File: src/rtl/alu_pkg.sv
// Shared EX-stage definitions: opcode/func encodings, ALU control codes,
// and the multiply/divide FSM state encoding.
package alu_pkg;

    // Opcodes
    localparam logic [5:0] OP_RTYPE = 6'b000000;
    localparam logic [5:0] OP_ADDI  = 6'b001000;
    localparam logic [5:0] OP_ADDIU = 6'b001001;
    localparam logic [5:0] OP_LW    = 6'b100011;
    localparam logic [5:0] OP_SW    = 6'b101011;
    localparam logic [5:0] OP_BEQ   = 6'b000100;
    localparam logic [5:0] OP_BNE   = 6'b000101;
    localparam logic [5:0] OP_ANDI  = 6'b001100;
    localparam logic [5:0] OP_ORI   = 6'b001101;
    localparam logic [5:0] OP_XORI  = 6'b001110;
    localparam logic [5:0] OP_SLTI  = 6'b001010;
    localparam logic [5:0] OP_SLTIU = 6'b001011;

    // R-type function fields
    localparam logic [5:0] F_ADD   = 6'b100000;
    localparam logic [5:0] F_ADDU  = 6'b100001;
    localparam logic [5:0] F_SUB   = 6'b100010;
    localparam logic [5:0] F_SUBU  = 6'b100011;
    localparam logic [5:0] F_AND   = 6'b100100;
    localparam logic [5:0] F_OR    = 6'b100101;
    localparam logic [5:0] F_XOR   = 6'b100110;
    localparam logic [5:0] F_NOR   = 6'b100111;
    localparam logic [5:0] F_SLT   = 6'b101010;
    localparam logic [5:0] F_SLTU  = 6'b101011;
    localparam logic [5:0] F_MFHI  = 6'b010000;
    localparam logic [5:0] F_MTHI  = 6'b010001;
    localparam logic [5:0] F_MFLO  = 6'b010010;
    localparam logic [5:0] F_MTLO  = 6'b010011;
    localparam logic [5:0] F_MULT  = 6'b011000;
    localparam logic [5:0] F_MULTU = 6'b011001;
    localparam logic [5:0] F_DIV   = 6'b011010;
    localparam logic [5:0] F_DIVU  = 6'b011011;

    // ALU control codes
    localparam logic [3:0] ALU_AND  = 4'b0000;
    localparam logic [3:0] ALU_OR   = 4'b0001;
    localparam logic [3:0] ALU_ADD  = 4'b0010;
    localparam logic [3:0] ALU_XOR  = 4'b0011;
    localparam logic [3:0] ALU_SUB  = 4'b0110;
    localparam logic [3:0] ALU_SLT  = 4'b0111;
    localparam logic [3:0] ALU_SLTU = 4'b1000;
    localparam logic [3:0] ALU_NOR  = 4'b1100;

    // Multiply/divide sequencer states
    typedef enum logic [1:0] {
        MD_IDLE = 2'd0,
        MD_MUL  = 2'd1,
        MD_DIV  = 2'd2,
        MD_FIX  = 2'd3
    } md_state_t;

    // mult/multu/div/divu
    function automatic logic is_md_op(input logic [5:0] func);
        return (func[5:2] == 4'b0110);
    endfunction

    // mfhi/mthi/mflo/mtlo
    function automatic logic is_hilo_move(input logic [5:0] func);
        return (func[5:2] == 4'b0100);
    endfunction

endpackage

File: src/rtl/md_iter_core.sv
// Iterative multiply/divide datapath: one product or quotient bit per cycle
// on unsigned magnitudes. Sign handling lives in the caller.
//  clk, rst_n     clock, async active-low reset
//  start          load operands and begin (ignored while running)
//  flush          abandon the current operation
//  is_div         1 = restoring divide, 0 = shift-add multiply
//  op_a, op_b     multiplicand/dividend, multiplier/divisor
//  done_c         final iteration happens on this cycle's edge
//  hi, lo         product high/low, or remainder/quotient
module md_iter_core #(
    parameter int unsigned WIDTH = 32,
    parameter int unsigned CNT_W = 6
) (
    input  logic             clk,
    input  logic             rst_n,
    input  logic             start,
    input  logic             flush,
    input  logic             is_div,
    input  logic [WIDTH-1:0] op_a,
    input  logic [WIDTH-1:0] op_b,
    output logic             done_c,
    output logic [WIDTH-1:0] hi,
    output logic [WIDTH-1:0] lo
);

    logic             run_q;
    logic             div_q;
    logic [CNT_W-1:0] cnt_q;
    logic [WIDTH-1:0] acc_q;   // product high half / partial remainder
    logic [WIDTH-1:0] sh_q;    // multiplier (shifting out) / dividend->quotient
    logic [WIDTH-1:0] opb_q;   // multiplicand / divisor

    logic [WIDTH:0]   mul_sum;
    logic [WIDTH:0]   div_sh;
    logic             div_ge;
    logic [WIDTH-1:0] div_rem;

    // One iteration of each algorithm
    always_comb begin
        mul_sum = {1'b0, acc_q} + (sh_q[0] ? {1'b0, opb_q} : '0);
        div_sh  = {acc_q, sh_q[WIDTH-1]};
        div_ge  = (div_sh >= {1'b0, opb_q});
        div_rem = div_ge ? WIDTH'(div_sh - {1'b0, opb_q}) : div_sh[WIDTH-1:0];
    end

    assign done_c = run_q & (cnt_q == CNT_W'(WIDTH - 1));
    assign hi     = acc_q;
    assign lo     = sh_q;

    // Iteration registers
    always_ff @(posedge clk or negedge rst_n) begin
        if (!rst_n) begin
            run_q <= 1'b0;
            div_q <= 1'b0;
            cnt_q <= '0;
            acc_q <= '0;
            sh_q  <= '0;
            opb_q <= '0;
        end else if (start && !run_q) begin
            run_q <= 1'b1;
            div_q <= is_div;
            cnt_q <= '0;
            acc_q <= '0;
            sh_q  <= is_div ? op_a : op_b;
            opb_q <= is_div ? op_b : op_a;
        end else if (run_q) begin
            if (flush) begin
                run_q <= 1'b0;
            end else begin
                cnt_q <= cnt_q + CNT_W'(1);
                if (done_c) begin
                    run_q <= 1'b0;
                end
                if (div_q) begin
                    acc_q <= div_rem;
                    sh_q  <= {sh_q[WIDTH-2:0], div_ge};
                end else begin
                    acc_q <= mul_sum[WIDTH:1];
                    sh_q  <= {mul_sum[0], sh_q[WIDTH-1:1]};
                end
            end
        end
    end

endmodule

File: src/rtl/alu_md_control.sv
// EX-stage control: combinational ALU-control decode, HI/LO registers,
// multiply/divide sequencer and HI/LO hazard stall.
//  i_clk, i_rst_n   clock, async active-low reset
//  i_valid          instruction in EX is valid
//  i_flush          abort in-flight mul/div, block new acceptance
//  i_op, i_func     opcode and R-type function field
//  i_rs_data        dividend / multiplicand / MTHI-MTLO source
//  i_rt_data        divisor / multiplier
//  o_aluControl     ALU operation code
//  o_hilo_data      HI for mfhi, LO for mflo, else 0
//  o_stall          hold IF/ID/EX this cycle
//  o_md_busy        sequencer not idle
module alu_md_control
    import alu_pkg::*;
#(
    parameter int unsigned WIDTH = 32,
    parameter int unsigned CNT_W = 6
) (
    input  logic             i_clk,
    input  logic             i_rst_n,
    input  logic             i_valid,
    input  logic             i_flush,
    input  logic [5:0]       i_op,
    input  logic [5:0]       i_func,
    input  logic [WIDTH-1:0] i_rs_data,
    input  logic [WIDTH-1:0] i_rt_data,
    output logic [3:0]       o_aluControl,
    output logic [WIDTH-1:0] o_hilo_data,
    output logic             o_stall,
    output logic             o_md_busy
);

    md_state_t        state, state_nxt;
    logic [WIDTH-1:0] hi_q, hi_nxt;
    logic [WIDTH-1:0] lo_q, lo_nxt;
    logic             neg_lo_q, neg_lo_nxt;   // negate product / quotient
    logic             neg_hi_q, neg_hi_nxt;   // negate remainder
    logic             is_div_q, is_div_nxt;

    logic             rtype;
    logic             md_op;
    logic             md_class;
    logic             signed_op;
    logic             rs_neg, rt_neg;
    logic [WIDTH-1:0] rs_mag, rt_mag;
    logic             accept;

    logic             core_done_c;
    logic [WIDTH-1:0] core_hi, core_lo;
    logic [2*WIDTH-1:0] prod_fix;
    logic [WIDTH-1:0] quo_fix, rem_fix;

    // ALU control decode
    always_comb begin
        o_aluControl = ALU_ADD;
        if (i_op == OP_RTYPE) begin
            case (i_func)
                F_ADD, F_ADDU: o_aluControl = ALU_ADD;
                F_SUB, F_SUBU: o_aluControl = ALU_SUB;
                F_AND:         o_aluControl = ALU_AND;
                F_OR:          o_aluControl = ALU_OR;
                F_XOR:         o_aluControl = ALU_XOR;
                F_NOR:         o_aluControl = ALU_NOR;
                F_SLT:         o_aluControl = ALU_SLT;
                F_SLTU:        o_aluControl = ALU_SLTU;
                default:       o_aluControl = ALU_ADD;
            endcase
        end else begin
            case (i_op)
                OP_ADDI, OP_ADDIU, OP_LW, OP_SW: o_aluControl = ALU_ADD;
                OP_BEQ, OP_BNE:                  o_aluControl = ALU_SUB;
                OP_ANDI:                         o_aluControl = ALU_AND;
                OP_ORI:                          o_aluControl = ALU_OR;
                OP_XORI:                         o_aluControl = ALU_XOR;
                OP_SLTI:                         o_aluControl = ALU_SLT;
                OP_SLTIU:                        o_aluControl = ALU_SLTU;
                default:                         o_aluControl = ALU_ADD;
            endcase
        end
    end

    // Operand classification; func[0]=0 marks the signed mult/div
    assign rtype     = (i_op == OP_RTYPE);
    assign md_op     = rtype & is_md_op(i_func);
    assign md_class  = rtype & (is_md_op(i_func) | is_hilo_move(i_func));
    assign signed_op = ~i_func[0];
    assign rs_neg    = signed_op & i_rs_data[WIDTH-1];
    assign rt_neg    = signed_op & i_rt_data[WIDTH-1];
    assign rs_mag    = rs_neg ? (~i_rs_data + WIDTH'(1)) : i_rs_data;
    assign rt_mag    = rt_neg ? (~i_rt_data + WIDTH'(1)) : i_rt_data;
    assign accept    = i_valid & md_op & ~i_flush & (state == MD_IDLE);

    md_iter_core #(
        .WIDTH (WIDTH),
        .CNT_W (CNT_W)
    ) u_core (
        .clk    (i_clk),
        .rst_n  (i_rst_n),
        .start  (accept),
        .flush  (i_flush),
        .is_div (i_func[1]),
        .op_a   (rs_mag),
        .op_b   (rt_mag),
        .done_c (core_done_c),
        .hi     (core_hi),
        .lo     (core_lo)
    );

    // Sign correction of the magnitude results
    assign prod_fix = neg_lo_q ? (~{core_hi, core_lo} + (2*WIDTH)'(1)) : {core_hi, core_lo};
    assign quo_fix  = neg_lo_q ? (~core_lo + WIDTH'(1)) : core_lo;
    assign rem_fix  = neg_hi_q ? (~core_hi + WIDTH'(1)) : core_hi;

    // Sequencer next state and HI/LO updates
    always_comb begin
        state_nxt  = state;
        hi_nxt     = hi_q;
        lo_nxt     = lo_q;
        neg_lo_nxt = neg_lo_q;
        neg_hi_nxt = neg_hi_q;
        is_div_nxt = is_div_q;
        case (state)
            MD_IDLE: begin
                if (accept) begin
                    state_nxt  = i_func[1] ? MD_DIV : MD_MUL;
                    is_div_nxt = i_func[1];
                    // Divide by zero keeps the all-ones quotient unsigned
                    neg_lo_nxt = (rs_neg ^ rt_neg) & ~(i_func[1] & (i_rt_data == '0));
                    neg_hi_nxt = i_func[1] & rs_neg;
                end else if (i_valid && rtype && !i_flush) begin
                    if (i_func == F_MTHI) hi_nxt = i_rs_data;
                    if (i_func == F_MTLO) lo_nxt = i_rs_data;
                end
            end
            MD_MUL, MD_DIV: begin
                if (i_flush)          state_nxt = MD_IDLE;
                else if (core_done_c) state_nxt = MD_FIX;
            end
            MD_FIX: begin
                state_nxt = MD_IDLE;
                if (!i_flush) begin
                    if (is_div_q) begin
                        hi_nxt = rem_fix;
                        lo_nxt = quo_fix;
                    end else begin
                        {hi_nxt, lo_nxt} = prod_fix;
                    end
                end
            end
            default: state_nxt = MD_IDLE;
        endcase
    end

    // State and HI/LO registers
    always_ff @(posedge i_clk or negedge i_rst_n) begin
        if (!i_rst_n) begin
            state    <= MD_IDLE;
            hi_q     <= '0;
            lo_q     <= '0;
            neg_lo_q <= 1'b0;
            neg_hi_q <= 1'b0;
            is_div_q <= 1'b0;
        end else begin
            state    <= state_nxt;
            hi_q     <= hi_nxt;
            lo_q     <= lo_nxt;
            neg_lo_q <= neg_lo_nxt;
            neg_hi_q <= neg_hi_nxt;
            is_div_q <= is_div_nxt;
        end
    end

    assign o_md_busy = (state != MD_IDLE);
    assign o_stall   = i_valid & md_class & o_md_busy & ~i_flush;

    // HI/LO read mux; meaningful only when not stalled
    always_comb begin
        o_hilo_data = '0;
        if (rtype && i_func == F_MFHI) o_hilo_data = hi_q;
        if (rtype && i_func == F_MFLO) o_hilo_data = lo_q;
    end

endmodule

File: config.mk
export PLATFORM = sky130hd
export DESIGN_NAME = alu_md_control
export DESIGN_NICKNAME = d
export VERILOG_FILES = /design/src/rtl/alu_pkg.sv /design/src/rtl/md_iter_core.sv /design/src/rtl/alu_md_control.sv
export SDC_FILE = /design/constraint.sdc
export NUM_CORES = 1
export LEC_CHECK = 0
export ABC_AREA = 0
export BUFFER_PORTS_ARGS = -buffer_cell sky130_fd_sc_hd__clkbuf_2
export CORE_ASPECT_RATIO = 0.7
export CORE_MARGIN = 2
export CORE_UTILIZATION = 40
export CTS_CLUSTER_SIZE = 10
export DETAILED_ROUTE_END_ITERATION = 6
export REMOVE_ABC_BUFFERS = 1
export SYNTH_ARGS = -nofsm -noshare
export SYNTH_HDL_FRONTEND = slang
export SYNTH_SLANG_ARGS = --single-unit
File: constraint.sdc
create_clock -name i_clk -period 5.1 [get_ports i_clk]
set_input_delay 0.51 -clock i_clk [delete_from_list [all_inputs] [get_ports i_clk]]
set_output_delay 0.51 -clock i_clk [all_outputs]
set_load 0.02 [all_outputs]
==> impl_metrics.env <==
export IMPL_drv_slew=0
export IMPL_clkSinkCount=173
export IMPL_start_util_pct=40.4
export IMPL_synthCells=2005
export IMPL_hold_violations=0
export IMPL_clk_insertion_delay_late_ps=460
export IMPL_drt_iter0_drc=1608
export IMPL_avgSynthCellArea_um2=7.70
export IMPL_yosys_register_bits=173
export IMPL_crit_type="register to register"
export IMPL_cts_root_buf="clkbuf_16"
export IMPL_rows=60
export IMPL_status="completed"
export IMPL_met3_length_mm=4.26
export IMPL_hpwl_mm=40.7
export IMPL_drt_total_wl_mm=54.0
export IMPL_boundaryPins=118
export IMPL_worstPathRequired_ps=5450
export IMPL_multi_input_area_mm2=0.0104
export IMPL_cts_made_buffers=17
export IMPL_via_count=15400
export IMPL_gp_congestion=0.992
export IMPL_drc=0
export IMPL_crit_arrival_ps=4500
export IMPL_cts_clk_slew_worst_paths_ps=80
export IMPL_max_slew_margin_pct=20.8
export IMPL_h_tree_depth=4
export IMPL_total_power_w=0.00410
export IMPL_io_buffers=117
export IMPL_cts_tree="done"
export IMPL_cts_buffer_depth=2
export IMPL_rsz0062_at_grt="no"
export IMPL_fillers=3897
export IMPL_grt_max_degree=104
export IMPL_worst_setup_path_start_kind="register"
export IMPL_dieArea_mm2=0.0402
export IMPL_grt_use_total_pct=26.7
export IMPL_yosys_warnings=0
export IMPL_worstMarginPinSlew_ps=1190
export IMPL_grt_pass1_wl_mm=83.5
export IMPL_fmax_mhz=241
export IMPL_synth_edf_count=0
export IMPL_wl_met1_mm=25.7
export IMPL_netlist_area_mm2=0.0154
export IMPL_cts_setup_buffers=0
export IMPL_crit_fanout=24
export IMPL_final_layout_size_suffix_gt1_share_pct=10.3
export IMPL_seq_area_frac_synth_pct=28.0
export IMPL_antenna_found_initial=1
export IMPL_vias_per_cell=6.02
export IMPL_first_pass_iters=5
export IMPL_seq_area_mm2=0.00433
export IMPL_overflow=0
export IMPL_maxCapViolations=0
export IMPL_ctsHoldBuffers=0
export IMPL_nets=2204
export IMPL_worst_hold_slack_ps=53.7
export IMPL_die_h_um=168
export IMPL_ys_types=71
export IMPL_p_per_area_mw_per_mm2=241
export IMPL_crit_path_end_kind="register"
export IMPL_die_w_um=239
export IMPL_placed_area_mm2=0.0165
export IMPL_fin_skew_ps=16.9
export IMPL_routedWlPerCell_um=21.1
export IMPL_period_share_pct=81.3
export IMPL_ys_flop_type="dfrtp_1"
export IMPL_leakagePower_nw=8.17
export IMPL_setup_viol=0
export IMPL_first_global_vias=14400
export IMPL_core_mm2=0.0382
export IMPL_async_reset_ff_share_pct=100
export IMPL_ant_nets=0
export IMPL_min_period_ps=4150
export IMPL_highest_layer="met5"
export IMPL_vdd_ir_drop_max_v=0.000237
export IMPL_hp_class="primary input to async pin"
export IMPL_post_cts_resized=0
export IMPL_routed_wl_met2_mm=23.0
export IMPL_syn2layout_area_growth_pct=10.4
export IMPL_stdcell_area_mm2=0.0170
-- critical path: stages (launching register included) --
cell	delay [ps]
dfrtp_1	450
inv_1	270
buf_4	350
nor2_1	70
ha_1	360
and4_1	270
o2111a_1	130
o31a_1	120
nor4b_1	260
buf_4	190
o31ai_1	120
or4b_1	540
a21o_1	200
a311oi_1	310
mux2i_1	130
a221o_1	270
-- where the power goes --
group / internal, W / leakage (nW) / switching [W]
logic: 0.000379 / 5.66 / 0.000676
registers: 0.00160 / 2.24 / 0.000139
clock network: 0.000658 / 0.265 / 0.000643
total: 0.00264 / 8.17 / 0.00146
-- per-stage QoR --
| stage | util [%] | TNS [ps] | setup slack (ps) | std cells |
|---|---|---|---|---|
| floorplan | - | -9460 | -512 | 1886 |
| global placement | 43.1 | 0 | 1100 | 2528 |
| detailed placement | 43.1 | 0 | 1010 | 2528 |
| CTS | 44.6 | 0 | 999 | 2560 |
| global route | 44.6 | 0 | 641 | 2560 |
| finish | 44.6 | 0 | 953 | 2561 |
-- synth_stat cells, drive strengths merged, types with 13 or more instances --
| library cell | instances | area (um2) |
|---|---|---|
| inv | 68 | 255 |
| a22o | 34 | 298 |
| nand2 | 268 | 1010 |
| nand2b | 22 | 138 |
| buf | 15 | 67.6 |
| o41ai | 13 | 133 |
| nor2 | 167 | 627 |
| clkbuf | 104 | 390 |
| nor3 | 32 | 160 |
| nand3 | 32 | 160 |
| xnor2 | 71 | 622 |
| xor2 | 105 | 920 |
| or3 | 15 | 93.8 |
| o21a | 15 | 113 |
| dfrtp | 173 | 4330 |
| o21ai | 265 | 1330 |
| o31ai | 27 | 203 |
| a21o | 46 | 345 |
| a211oi | 23 | 173 |
| a31oi | 18 | 113 |
| o211ai | 42 | 315 |
| nor4 | 17 | 113 |
| or4 | 20 | 169 |
| ha | 71 | 888 |
| a21oi | 138 | 691 |
| nor2b | 13 | 81.3 |
| mux2i | 72 | 721 |
-- logic make-up after synthesis --
logic type	count (synthesis)	share of synthesized area [%]
AOI/OAI and AO/OA	681	27.4
and+or+nand+nor	636	18.8
buffers and inverters	188	4.64
xor gates and xnor gates	176	9.99
DFF	173	28.0
muxes	78	5.11
adders and majority gates	73	6.01
-- state kept, by name, summed over array words and instances, names as in the netlist --
register	flops
u_core.cnt_q	6
u_core.lo	32
neg_lo_q	1
lo_q	32
hi_q	32
u_core.run_q	1
state	2
u_core.opb_q	32
neg_hi_q	1
u_core.div_q	1
is_div_q	1
u_core.hi	32
-- metal layers --
metal / global-route usage [%] / vias up
li1: - / 7300
met5: 0 / -
met3: 5.23 / 68
met1: 39.3 / 7463
met4: 6.30 / 2
met2: 39.8 / 583
-- placed cells by master (no fill, tap or decap), types with 42 or more instances in the layout --
master / count
a21o_1: 46
dfrtp_1: 172
mux2i_1: 72
ha_1: 70
nor2_1: 164
a21oi_1: 138
o21ai_0: 261
clkbuf_2: 115
xor2_1: 105
xnor2_1: 71
o211ai_1: 42
nand2_1: 266
inv_1: 68
-- layout make-up --
cell class / instances / share of cell area, %
diodes: 1 / 0.0147
clock buffers: 19 / 2.66
clock inverters: 13 / 0.609
inverters: 69 / 1.52
multi-input cells: 1644 / 61.2
flip-flops and latches: 173 / 25.4
well taps: 496 / 3.64
repair buffers: 146 / 4.91
-- final timing paths --
kind                                     startpoint                   endpoint  slack, ps  cells past startpoint
min                                         i_rst_n   u_core.hi[5]$_DFFE_PN0P_         50                      1
min in group i_clk                    i_rs_data[10]       hi_q[10]$_DFFE_PN0P_        420                      3
max reg2reg                u_core.lo[0]$_DFFE_PN0P_  u_core.hi[29]$_DFFE_PN0P_        950                     15
max                        u_core.lo[0]$_DFFE_PN0P_  u_core.hi[29]$_DFFE_PN0P_        950                     15
max in group asynchronous                   i_rst_n   u_core.div_q$_DFFE_PN0P_       3980                      2
min reg2reg                    lo_q[20]$_DFFE_PN0P_       lo_q[20]$_DFFE_PN0P_        480                      1
Note: power is estimated with default switching activity, not from simulation.
